[config.mk]
export PLATFORM = sky130hd
export DESIGN_NAME = muxnx1_scan
export DESIGN_NICKNAME = d
export VERILOG_FILES = /design/src/rtl/muxnx1_scan.sv
export SDC_FILE = /design/constraint.sdc
export NUM_CORES = 1
export LEC_CHECK = 0
export BUFFER_PORTS_ARGS = -buffer_cell sky130_fd_sc_hd__buf_2
export CORE_ASPECT_RATIO = 0.6
export CORE_MARGIN = 3
export CORE_UTILIZATION = 40
export CTS_CLUSTER_SIZE = 25
export DETAILED_ROUTE_END_ITERATION = 7
export PLACE_DENSITY = 0.73
export SLEW_MARGIN = 5
export SYNTH_ARGS = -nofsm -noshare
export SYNTH_HDL_FRONTEND = slang
export SYNTH_SLANG_ARGS = --single-unit
[constraint.sdc]
create_clock -name clk -period 1.1 [get_ports clk]
set_input_delay 0.165 -clock clk [delete_from_list [all_inputs] [get_ports clk]]
set_output_delay 0.165 -clock clk [all_outputs]
set_load 0.005 [all_outputs]
[src/rtl/muxnx1_scan.sv]
// N-channel registered multiplexer with manual select or automatic dwell-timed scan.
// The sampled channel index travels with the data so a downstream monitor can tag each sample.
module muxnx1_scan #(
   parameter  int WIDTH = 8,
   parameter  int N     = 4,
   parameter  int DWELL = 4,
   localparam int SELW  = (N > 1) ? $clog2(N) : 1
) (
   input  logic               clk,
   input  logic               rst_n,
   input  logic               en,
   input  logic               mode,
   input  logic [SELW-1:0]    sel_i,
   input  logic [N*WIDTH-1:0] d_i,
   output logic [WIDTH-1:0]   y,
   output logic               y_valid,
   output logic [SELW-1:0]    ch_o,
   output logic               wrap,
   output logic               sel_err
);

   localparam int CNTW = (DWELL > 1) ? $clog2(DWELL) : 1;

   localparam logic [1:0] IDLE   = 2'd0;
   localparam logic [1:0] MANUAL = 2'd1;
   localparam logic [1:0] SCAN   = 2'd2;

   logic [1:0]      state;
   logic [SELW-1:0] ch;
   logic [SELW-1:0] ch_sel;
   logic [SELW-1:0] ch_next;
   logic [CNTW-1:0] cnt;
   logic [CNTW-1:0] cnt_next;
   logic            sel_ok;
   logic            last;
   logic            wrap_next;

   // ch is the channel scan will use on the next enabled edge; ch_sel is the one used now.
   always_comb begin
      sel_ok    = ({1'b0, sel_i} < (SELW+1)'(N));
      last      = (cnt == CNTW'(DWELL - 1));
      ch_sel    = ch;
      ch_next   = ch;
      cnt_next  = cnt;
      wrap_next = 1'b0;
      if (!mode) begin
         if (sel_ok) ch_sel = sel_i;
         ch_next  = ch_sel;
         cnt_next = '0;
      end else if (last) begin
         cnt_next  = '0;
         wrap_next = (ch == SELW'(N - 1));
         ch_next   = wrap_next ? '0 : ch + 1'b1;
      end else begin
         cnt_next = cnt + 1'b1;
      end
   end

   // wrap marks the last dwell sample of channel N-1, the edge the scan rolls back to 0.
   always_ff @(posedge clk) begin
      if (!rst_n) begin
         state   <= IDLE;
         ch      <= '0;
         cnt     <= '0;
         y       <= '0;
         ch_o    <= '0;
         wrap    <= 1'b0;
         sel_err <= 1'b0;
      end else if (!en) begin
         state   <= IDLE;
         wrap    <= 1'b0;
         sel_err <= 1'b0;
      end else begin
         state   <= mode ? SCAN : MANUAL;
         ch      <= ch_next;
         cnt     <= cnt_next;
         y       <= d_i[ch_sel*WIDTH +: WIDTH];
         ch_o    <= ch_sel;
         wrap    <= mode & wrap_next;
         sel_err <= ~mode & ~sel_ok;
      end
   end

   assign y_valid = (state != IDLE);

endmodule

==> flow_summary.rst, run 1 <==
.. list-table::
   :header-rows: 1

   * - Metric
     - Value
   * - WP data required
     - 1290 ps
   * - Post-synth EDFFs
     - 0
   * - Number of antenna-violating nets in the routed design
     - 0
   * - Max Fanout on Critical Path
     - 17
   * - Static leakage
     - 0.736 nW
   * - Vias
     - 1275
   * - Reg-to-Reg Start
     - ch[0]
   * - Width of the die
     - approximately 74 µm
   * - Area share of the leading cell type in the synthesized netlist
     - 30.5%
   * - Synthesized flop and latch total
     - 17
   * - Deepest clock path buffer count
     - 2
   * - Initial core utilization
     - 43.3%
   * - Net switching power
     - around 0.0005 W
   * - Parity-gate share of the synthesized area counting xor and xnor cells
     - 0.786%
   * - Result of the run
     - finished, violations left
   * - Wire length of the first global-routing pass
     - 5100 µm
   * - Latest clock arrival within the worst-skew pair
     - 250 ps
   * - Flop pwr share
     - 41.4%
   * - Core region area
     - ~2600 µm²
   * - Number of clock sinks seen by CTS
     - 17
   * - Fraction of power consumed by combinational cells
     - around 30%
   * - Proportion of register bits with asynchronous set or reset after synthesis
     - 0%
   * - Mean instance size in the synthesized netlist
     - 7.74 µm²
   * - Source of the worst hold timing path
     - rst_n
   * - Multiplexer area fraction after synthesis
     - 2.02%
   * - Total Wirelength
     - around 3300 µm
   * - Adder-cell area share of the yosys netlist
     - ~2.2%
   * - Setup Total Neg Slack
     - -472 ps
   * - Endpoint class of the critical path
     - flop
   * - Largest net degree at the start of global routing
     - 18
   * - Share of the synthesized area in compound gates (AO/OA/AOI/OAI)
     - 28.8%
   * - Share of power burned in the clock network
     - 28.5%
   * - Proportion of synthesized chip area in sequential cells
     - 30.5%
   * - Num ports
     - 51
   * - RSZ-0062 raised after global routing
     - yes
   * - Fin Hold WS
     - 181 ps
   * - Internal power
     - 0.00117 W
   * - Top post-synthesis cells by area
     - sky130_fd_sc_hd__dfxtp_1 (31%), sky130_fd_sc_hd__nand2_1 (15%), sky130_fd_sc_hd__a22oi_1 (8.1%)
   * - Die outline area
     - 3480 µm²
   * - Data arrival time of the critical path
     - about 1400 ps
   * - Commonest non-fill, non-tap cell in the layout
     - sky130_fd_sc_hd__buf_2
   * - H-tree levels
     - 1
   * - Port Buffer Count
     - 49
   * - Post-route clock skew
     - 5.42 ps
   * - Type of element launching the critical path
     - flop
   * - Layout cell share with drive strength beyond 1
     - 48.5%
   * - Count of TritonRoute iterations in the first routing pass
     - 4
   * - Diode insertion count for antenna repair
     - 0
   * - RePlAce Congestion
     - 0.817
   * - Number of antenna violations at the first check in global routing
     - 0
   * - TritonCTS clock tree
     - yes
   * - Post-synthesis instance total
     - 144
   * - Setup ws final
     - -77.6 ps
   * - Most frequent cells in the layout
     - sky130_fd_sc_hd__buf_2 (48), sky130_fd_sc_hd__nand2_1 (44), sky130_fd_sc_hd__dfxtp_1 (13)
   * - Global-route usage over all layers
     - ~19%
   * - Start point of the critical path
     - ch[0]
   * - Hold-fix buffers at CTS
     - 0
   * - DRC Markers
     - 0
   * - Estimated wirelength of the detail-placed design
     - 2500 µm
   * - Simple-gate area share of the yosys netlist
     - between 20% and 30%
   * - Highest clock rate
     - 849 MHz
   * - Area leader, netlist
     - sky130_fd_sc_hd__dfxtp_1
   * - Failing checks
     - negative setup slack
   * - Initial drt markers
     - 74
   * - Worst hold path class
     - in2reg
   * - Global route overflow
     - 0
   * - Number of warnings reported in the yosys synthesis log
     - 0
   * - Floorplan row count
     - 14
   * - Die height
     - roughly 47 µm
   * - Final min period
     - 1180 ps
   * - CP Class
     - reg2reg
   * - Period utilization
     - 107%
   * - Area growth, synth to finish
     - 42.2%
   * - Number of hold violations in the final report
     - 0
   * - Total power density per cell area
     - 1050 nW/µm²
   * - Root buffer selected by CTS
     - sky130_fd_sc_hd__clkbuf_8
   * - Final Max Slew Viols
     - 0
   * - Vias in the first global route
     - 1084
   * - CTS clk-pin slew, worst paths
     - ~70 ps
   * - Drt via density
     - between 5 and 6
   * - Max-cap violations
     - 0
   * - Cell variety after synth
     - 32
   * - Share of total power consumed by net switching
     - 30.0%
   * - Num CTS Buffers
     - 3
   * - Post-synthesis instance area
     - 1110 µm²
   * - Dominant combinational cell family by area after synthesis
     - compound AO/OA/AOI/OAI gates
   * - Max IR drop VDD
     - 0.000540 V
   * - Commonest register cell after synthesis
     - sky130_fd_sc_hd__dfxtp_1
   * - Final count of negative-setup-slack endpoints
     - 9
   * - Net count, final
     - 239
   * - Setup bufs post-CTS
     - 0
   * - Detail-routed net length per standard cell
     - 14.4 µm
   * - Synthesized netlist net count
     - 184
power by group through the flow:
stage | clock, W | sequential [W] | combinational, W
final | 0.000475 | 0.000689 | 0.000501
after global routing | 0.000515 | 0.000693 | 0.000543
after CTS | 0.000477 | 0.000687 | 0.000464
after detailed placement | 0 | 0.000699 | 0.000443
after global placement | 0 | 0.000697 | 0.000428
after floorplan | 0 | 0.000697 | 0.000267
layout make-up:
cell class	instances	area (µm²)
well taps	32	40.0
clock inverters	1	5.00
repair buffers	62	382
fillers	234	990
inverters	1	3.75
clock buffers	3	41.3
multi-input cells	114	763
flip-flops and latches	17	350
layer usage:
| metal | vias up | routed length [µm] | GRT usage, % |
|---|---|---|---|
| li1 | 614 | - | - |
| met1 | 602 | 1550 | 27.9 |
| met2 | 55 | 1480 | 29.2 |
| met3 | 4 | 269 | 5.56 |
| met4 | 0 | 17 | 2.17 |
| met5 | - | 0 | 0 |
stage by stage:
stage	utilization, %	area [µm²]	instances	total power (W)	worst slack [ps]
2_1_floorplan	-	1130	144	0.000965	-63.2
3_3_place_gp	55.1	1420	226	0.00113	-323
3_5_place_dp	55.1	1420	226	0.00114	-426
4_1_cts	59.0	1520	230	0.00163	-66.0
5_1_grt	61.6	1590	230	0.00175	-123
6_report	61.6	1590	230	0.00167	-77.6
sequential cells by signal (all words and copies together), names as in the netlist:
register	flops
state	2
ch_o	2
cnt	2
y	8
ch	2
wrap	1
Yosys cell counts, types with 2 or more instances:
master / instances
sky130_fd_sc_hd__nand2_1: 44
sky130_fd_sc_hd__ha_1: 2
sky130_fd_sc_hd__nor2_1: 4
sky130_fd_sc_hd__buf_2: 2
sky130_fd_sc_hd__nand2b_1: 3
sky130_fd_sc_hd__nor2b_1: 3
sky130_fd_sc_hd__o21ai_0: 3
sky130_fd_sc_hd__a21oi_1: 15
sky130_fd_sc_hd__buf_6: 3
sky130_fd_sc_hd__clkbuf_8: 4
sky130_fd_sc_hd__dfxtp_1: 17
sky130_fd_sc_hd__a22o_1: 5
sky130_fd_sc_hd__a22oi_1: 12
sky130_fd_sc_hd__and3_1: 3
sky130_fd_sc_hd__o31ai_1: 6
sky130_fd_sc_hd__buf_4: 2
cell families after synthesis:
| group | count (synthesis) |
|---|---|
| DFF | 17 |
| AOI/OAI and AO/OA | 47 |
| buffers and inverters | 13 |
| muxes | 1 |
| xor gates and xnor gates | 1 |
| other | 1 |
| and+or+nand+nor | 62 |
| adders and majority gates | 2 |
timing repair:
| action | 4_1_cts | 5_1_grt |
|---|---|---|
| pin swaps | 3 | 4 |
| endpoints found under the setup margin | 11 | 11 |
| resized for setup | 14 | 13 |
worst max-delay path: stages (launching register included):
cell,delay [ps]
sky130_fd_sc_hd__dfxtp_4,380
sky130_fd_sc_hd__mux2i_4,170
sky130_fd_sc_hd__buf_12,170
sky130_fd_sc_hd__nand2_1,60
sky130_fd_sc_hd__a22o_1,220
sky130_fd_sc_hd__a21oi_2,110
worst paths after layout:
path	endpoint	slack [ps]	depth (start not counted)
hold / removal	ch[0]	180	2
hold reg to reg	y[5]	450	2
setup / recovery	y[0]	-80	5
setup reg to reg	y[0]	-80	5
Note: power is estimated with default switching activity, not from simulation.
==> run 2, diff against run 1 <==
--- a/config.mk
+++ b/config.mk
@@ -6,12 +6,13 @@
 export NUM_CORES = 1
 export LEC_CHECK = 0
 export BUFFER_PORTS_ARGS = -buffer_cell sky130_fd_sc_hd__buf_2
+export CELL_PAD_IN_SITES_DETAIL_PLACEMENT = 0
+export CELL_PAD_IN_SITES_GLOBAL_PLACEMENT = 1
 export CORE_ASPECT_RATIO = 0.6
-export CORE_MARGIN = 3
-export CORE_UTILIZATION = 40
+export CORE_UTILIZATION = 29
 export CTS_CLUSTER_SIZE = 25
 export DETAILED_ROUTE_END_ITERATION = 7
-export PLACE_DENSITY = 0.73
+export PLACE_DENSITY_LB_ADDON = 0.1
 export SLEW_MARGIN = 5
 export SYNTH_ARGS = -nofsm -noshare
 export SYNTH_HDL_FRONTEND = slang
==> run 2 against run 1 <==
Net effect:
- the flow still finishes with violations (negative setup slack)
- highest routed layer unchanged
- fmax decreased by 0.57%
- global-route usage is 1.6 points lower
- register-to-register slack is essentially flat
- critical path depth stayed put
- critical endpoint unchanged
- setup slack got worse by 6.8 ps
- non-clock buffer count is 1 higher
- via count down 5.1%
- combinational power up 1%
- count of clock-buffer cells in the layout is the same
- sequential power barely moved
- first-iteration DRC count is 39% lower
==> flow_summary.rst, run 2 (synthesis gave the netlist of run 1 again) <==
.. list-table::
   :header-rows: 1

   * - Metric
     - Value
   * - Type of element launching the critical path
     - flop
   * - Global route overflow
     - 0 (unchanged)
   * - Setup ws final
     - -84.3 ps (-6.76 ps)
   * - Count of TritonRoute iterations in the first routing pass
     - 4 (unchanged)
   * - Cell area after layout
     - 1610 µm² (+1.7%)
   * - Cell Area, Placed
     - 1420 µm² (about the same)
   * - Net count, final
     - 240 (+0.42%)
   * - Die outline area
     - 4100 µm² (+18%)
   * - Max IR drop VDD
     - 0.000526 V (-2.6%)
   * - Number of antenna violations at the first check in global routing
     - 0 (unchanged)
   * - Deepest clock path buffer count
     - 2 (unchanged)
   * - Largest net degree at the start of global routing
     - 18 (unchanged)
   * - Detail-routed net length per standard cell
     - 13.4 µm (-7.3%)
   * - Total power density per cell area
     - 1040 nW/µm² (-0.61%)
   * - Post-route clock skew
     - 3.44 ps (-1.98 ps)
   * - Port Buffer Count
     - 49 (unchanged)
   * - Failing checks
     - negative setup slack
   * - Global-route usage over all layers
     - 17.7% (-1.6 points)
   * - Least-Margin Pin Slew
     - 504 ps
   * - WP data required
     - 1300 ps (about the same)
   * - TritonCTS clock tree
     - yes
   * - Width of the die
     - 82.0 µm (+11%)
   * - Max-cap violations
     - 0 (unchanged)
   * - Num ports
     - 51 (unchanged)
   * - Number of clock sinks seen by CTS
     - 17 (unchanged)
   * - Fin Hold WS
     - 210 ps (+29.0 ps)
   * - Floorplan row count
     - 17 (+3)
   * - Capture point of the worst path
     - y[0]
   * - CP Class
     - reg2reg
   * - Layout cell share with drive strength beyond 1
     - 52.8% (+4.3 points)
   * - Die height
     - 50.0 µm (+6.7%)
   * - Max Fanout on Critical Path
     - 6 (-11)
   * - Period utilization
     - 108% (+0.61 points)
   * - Root buffer selected by CTS
     - sky130_fd_sc_hd__clkbuf_8
   * - Core region area
     - 3680 µm² (+43%)
   * - Number of antenna-violating nets in the routed design
     - 0 (unchanged)
   * - Result of the run
     - finished, violations left
   * - Endpoint class of the critical path
     - flop
   * - Most frequent cells in the layout
     - sky130_fd_sc_hd__buf_2 (48), sky130_fd_sc_hd__nand2_1 (42), sky130_fd_sc_hd__dfxtp_1 (13)
   * - Latest clock arrival within the worst-skew pair
     - 260 ps (about the same)
   * - Worst hold path class
     - in2reg
   * - Num CTS Buffers
     - 3 (unchanged)
   * - Vias
     - 1210 (-5.1%)
   * - RSZ-0062 raised after global routing
     - yes
   * - Final count of negative-setup-slack endpoints
     - 9 (unchanged)
   * - Wire length of the first global-routing pass
     - 5270 µm (+3.4%)
   * - Endpoint of the lowest-slack register-to-register path
     - y[0]
   * - Reg-to-reg setup timing slack
     - -80 ps (about the same)
   * - Vias in the first global route
     - 1101 (+1.6%)
   * - Register with the most flip-flops
     - y
   * - Initial drt markers
     - 45 (-39%)
   * - DRC Markers
     - 0 (unchanged)
   * - Number of hold violations in the final report
     - 0 (unchanged)
   * - Total Wirelength
     - 3290 µm (-0.90%)
   * - Flip-flop count of the largest register after layout
     - 8 (unchanged)
   * - Data arrival time of the critical path
     - 1380 ps (about the same)
   * - Area growth, synth to finish
     - 44.7%
   * - Setup bufs post-CTS
     - 0 (unchanged)
   * - Estimated wirelength of the detail-placed design
     - 2500 µm (-0.26%)
   * - CTS clk-pin slew, worst paths
     - 70 ps (about the same)
   * - Reg-to-Reg Start
     - ch[0]
   * - Start point of the critical path
     - ch[0]
   * - Diode insertion count for antenna repair
     - 0 (unchanged)
   * - Highest clock rate
     - 844 MHz (-0.57%)
   * - Drt via density
     - 4.92 (-11%)
   * - Hold-fix buffers at CTS
     - 0 (unchanged)
   * - Relative slew margins
     - between 60% and 70%
   * - Initial core utilization
     - 30.3% (-13 points)
   * - Static leakage
     - 0.738 nW (+0.35%)
   * - Logic depth of the worst register-to-register path
     - 5 (unchanged)
   * - Final min period
     - 1180 ps (+6.76 ps)
   * - Final Max Slew Viols
     - 0 (unchanged)
   * - Worst slack at placement
     - -363 ps (+62.7 ps)
   * - RePlAce Congestion
     - 0.731 (-10%)
   * - Commonest non-fill, non-tap cell in the layout
     - sky130_fd_sc_hd__buf_2
   * - H-tree levels
     - 1 (unchanged)
-- run 2: worst max-delay path: stages, from the launching register on --
cell	delay, ps
sky130_fd_sc_hd__dfxtp_4	420
sky130_fd_sc_hd__buf_6	140
sky130_fd_sc_hd__nand2_1	50
sky130_fd_sc_hd__a22o_1	190
sky130_fd_sc_hd__a22o_1	220
sky130_fd_sc_hd__a21oi_2	100
-- run 2: metal layers --
metal  share of wire, %  global-route usage (%)
met1                 55                    28.3
met2                 39                    22.3
met3                4.4                    4.26
met4                1.1                    4.39
met5                  0                       0
-- run 2: stage by stage --
step / power (W) / instances / setup TNS [ps] / utilization [%]
3_5_place_dp: 0.00114 / 242 / -3120 / 38.6
2_1_floorplan: 0.000965 / 144 / -364 / -
3_3_place_gp: 0.00113 / 242 / -2740 / 38.6
4_1_cts: 0.00166 / 246 / -434 / 42.2
6_report: 0.00168 / 246 / -347 / 43.8
5_1_grt: 0.00180 / 246 / -1050 / 43.8
-- run 2: area by class of cell --
type | instances | area, µm²
multi-input cells | 114 | 778
repair buffers | 63 | 375
well taps | 47 | 58.8
inverters | 1 | 3.75
clock buffers | 3 | 41.3
flip-flops and latches | 17 | 350
clock inverters | 1 | 5.00
fillers | 379 | 2070
-- run 2: worst min path at each step --
stage	startpoint	end	slack, ps	cells after the start
floorplan	en	cnt[1]	350	2
global placement	y[7]	y[7]	440	2
detailed placement	y[6]	y[6]	440	2
CTS	rst_n	ch[0]	210	2
global route	rst_n	ch[0]	220	2
finish	rst_n	ch[0]	210	2
-- run 2: timing repair --
item / 4_1_cts / 5_1_grt
endpoints found under the setup margin: 11 / 11
pin swaps: 5 / 3
resized for setup: 21 / 15
-- run 2: power by group --
group	internal [W]	switching [W]
clock	0.000252	0.000236
sequential	0.000659	0.0000289
combinational	0.000256	0.000252
==> run 3, diff against run 2 <==
==> config.mk (replaced) <==
export PLATFORM = sky130hd
export DESIGN_NAME = muxnx1_scan
export DESIGN_NICKNAME = d
export VERILOG_FILES = /design/src/rtl/muxnx1_scan.sv
export SDC_FILE = /design/constraint.sdc
export NUM_CORES = 1
export LEC_CHECK = 0
export BUFFER_PORTS_ARGS = -buffer_cell sky130_fd_sc_hd__buf_2
export CORE_ASPECT_RATIO = 0.6
export CORE_UTILIZATION = 40
export CTS_CLUSTER_SIZE = 25
export DETAILED_ROUTE_END_ITERATION = 7
export PLACE_DENSITY = 0.73
export SLEW_MARGIN = 5
export SYNTH_ARGS = -nofsm -noshare
export SYNTH_HDL_FRONTEND = slang
export SYNTH_SLANG_ARGS = --single-unit
==> run 3 against run 2 <==
Net effect:
- the flow still finishes with violations (negative setup slack)
- non-clock buffer count increased by 2
- fmax is 1.4% lower
- sequential power rose by 1%
- clock power down 2%
- largest cell class unchanged
==> flow_summary.rst, run 3 (synthesis gave the netlist of run 1 again) <==
.. list-table::
   :header-rows: 1

   * - Metric
     - Value
   * - Number of cells on the critical path
     - 5 (unchanged)
   * - Diode insertion count for antenna repair
     - 0 (unchanged)
   * - Detail-routed net length per standard cell
     - 15.1 µm (+13%)
   * - Static leakage
     - 0.769 nW (+4.2%)
   * - RePlAce Congestion
     - 0.891 (+22%)
   * - DRC Markers
     - 0 (unchanged)
   * - Failing checks
     - negative setup slack
   * - H-tree levels
     - 1 (unchanged)
   * - RSZ-0062 raised after global routing
     - yes
   * - TritonCTS clock tree
     - yes
   * - Worst path top cell family by delay
     - compound AO/OA/AOI/OAI gates
   * - Vias in the first global route
     - 1169 (+6.2%)
   * - Final min period
     - 1200 ps (+17.2 ps)
   * - Port Buffer Count
     - 49 (unchanged)
   * - Root buffer selected by CTS
     - sky130_fd_sc_hd__clkbuf_8
   * - Latest clock arrival within the worst-skew pair
     - 260 ps (about the same)
   * - Final Max Slew Viols
     - 0 (unchanged)
   * - Largest net degree at the start of global routing
     - 15 (-3)
   * - Flip-flop count of the largest register after layout
     - 8 (unchanged)
   * - Relative slew margins
     - 67.0% (+0.71 points)
   * - Worst hold path stage count
     - 2 (unchanged)
   * - Logic depth of the worst register-to-register path
     - 5 (unchanged)
   * - Area growth, synth to finish
     - 45.9%
   * - Final count of negative-setup-slack endpoints
     - 9 (unchanged)
   * - Result of the run
     - finished, violations left
   * - Vias
     - 1297 (+7.2%)
   * - Die height
     - 42.9 µm (-14%)
   * - Register with the most flip-flops
     - y
   * - Type of element launching the critical path
     - flop
   * - Wire length of the first global-routing pass
     - 5220 µm (-1.0%)
   * - Number of clock sinks seen by CTS
     - 17 (unchanged)
   * - CTS clk-pin slew, worst paths
     - 70 ps (about the same)
   * - Initial core utilization
     - 43.3% (+13 points)
   * - Num CTS Buffers
     - 3 (unchanged)
   * - CP bufs+invs
     - 1 (unchanged)
   * - Layout cell share with drive strength beyond 1
     - 50.5% (-2.3 points)
   * - Most frequent CP cell
     - sky130_fd_sc_hd__a22o_1
   * - Number of antenna violations at the first check in global routing
     - 0 (unchanged)
   * - Net count, final
     - 243 (+1.3%)
   * - Count of TritonRoute iterations in the first routing pass
     - 4 (unchanged)
   * - Post-route clock skew
     - 4.32 ps (+0.878 ps)
   * - Die outline area
     - 3010 µm² (-27%)
   * - WP data required
     - 1290 ps (about the same)
   * - Drt via density
     - 5.54 (+13%)
   * - Period utilization
     - 109% (+1.6 points)
   * - Total power density per cell area
     - 1040 nW/µm² (about the same)
   * - Number of hold violations in the final report
     - 0 (unchanged)
   * - Global route overflow
     - 0 (unchanged)
   * - Core region area
     - 2570 µm² (-30%)
   * - Most frequent cells in the layout
     - sky130_fd_sc_hd__buf_2 (48), sky130_fd_sc_hd__nand2_1 (41), sky130_fd_sc_hd__dfxtp_1 (12)
   * - Deepest clock path buffer count
     - 2 (unchanged)
   * - Worst hold path class
     - in2reg
   * - Max IR drop VDD
     - 0.000551 V (+4.7%)
   * - Data arrival time of the critical path
     - 1390 ps (about the same)
   * - Estimated wirelength of the detail-placed design
     - 2520 µm (+1.1%)
   * - Width of the die
     - 70.2 µm (-14%)
   * - Least-Margin Pin Slew
     - 493 ps (-10.5 ps)
   * - Crit path max-delay cell type
     - sky130_fd_sc_hd__dfxtp_4
   * - Hold-fix buffers at CTS
     - 0 (unchanged)
   * - Worst slack at placement
     - -480 ps (-117 ps)
   * - Max-cap violations
     - 0 (unchanged)
   * - Commonest non-fill, non-tap cell in the layout
     - sky130_fd_sc_hd__buf_2
   * - Endpoint class of the critical path
     - flop
   * - Number of antenna-violating nets in the routed design
     - 0 (unchanged)
   * - Global-route usage over all layers
     - 22.7% (+5.1 points)
   * - Fill cell instance count of the final layout
     - 240 (-37%)
   * - Num ports
     - 51 (unchanged)
   * - Total Wirelength
     - 3540 µm (+7.5%)
   * - Largest incremental delay on the critical path
     - 420 ps (about the same)
   * - Highest clock rate
     - 832 MHz (-1.4%)
   * - Utilization after layout
     - 63.2% (+19 points)
   * - Initial drt markers
     - 102 (+130%)
   * - Ordered cell list for the critical path
     - buf_6 -> nand2_2 -> a22o_1 -> a22o_1 -> a21oi_2
   * - Max Fanout on Critical Path
     - 5 (-1)
   * - Setup ws final
     - -102 ps (-17.2 ps)
   * - Floorplan row count
     - 14 (-3)
   * - CP Class
     - reg2reg
==> run 3: cell types whose count changed in the layout (fill, tap and decap cells not counted), moves of 2 or more <==
cell / delta
sky130_fd_sc_hd__dfxtp_2: +2
sky130_fd_sc_hd__a21oi_1: +2
sky130_fd_sc_hd__a21oi_2: -2
sky130_fd_sc_hd__a22oi_2: -7
sky130_fd_sc_hd__buf_12: +2
sky130_fd_sc_hd__a22oi_1: +7
==> run 3: stage by stage <==
| stage | total power (W) | std cells | hold slack, ps | TNS [ps] | instance area [µm²] |
|---|---|---|---|---|---|
| floorplan | 0.000965 | 144 | 351 | -364 | 1130 |
| global placement | 0.00113 | 227 | 433 | -3380 | 1430 |
| detailed placement | 0.00114 | 227 | 439 | -3660 | 1430 |
| CTS | 0.00165 | 232 | 170 | -435 | 1540 |
| global route | 0.00178 | 234 | 180 | -1020 | 1630 |
| finish | 0.00170 | 234 | 175 | -563 | 1630 |
==> run 3: final cells by class <==
cell class,count,area [µm²],area share [%]
Multi-Input combinational cell,115,754,46.4
Timing Repair Buffer,65,433,26.6
Sequential cell,17,349,21.5
Clock buffer,3,41.3,2.54
Tap cell,32,40.0,2.46
Clock inverter,1,5.00,0.308
Inverter,1,3.75,0.231
==> run 3: repair_timing <==
item                                   CTS  global route
endpoints found under the hold margin    0             0
resized for setup                       17            16
pin swaps                                7             9
cloned                                   1             2
buffers inserted                         0             0
setup endpoints to repair               11            11
==> run 3: worst paths after layout <==
path | start | slack [ps] | end
hold reg to reg | y[5] | 460 | y[5]
setup reg to reg | ch[0] | -100 | y[1]
hold / removal | rst_n | 180 | ch[0]
setup / recovery | ch[0] | -100 | y[1]
==> run 3: metal layers <==
layer | wire length, µm | up-vias | track usage [%]
met5 | 0 | - | 0
li1 | - | 624 | -
met2 | 1580 | 69 | 36.0
met1 | 1580 | 594 | 30.2
met3 | 303 | 10 | 6.89
met4 | 81 | 0 | 6.00
==> run 3: power breakdown <==
| part | total (W) | internal, W | leakage (nW) | switching [W] |
|---|---|---|---|---|
| combinational | 0.000527 | 0.000272 | 0.601 | 0.000254 |
| clock | 0.000476 | 0.000252 | 0.0255 | 0.000224 |
| sequential | 0.000695 | 0.000661 | 0.142 | 0.0000337 |
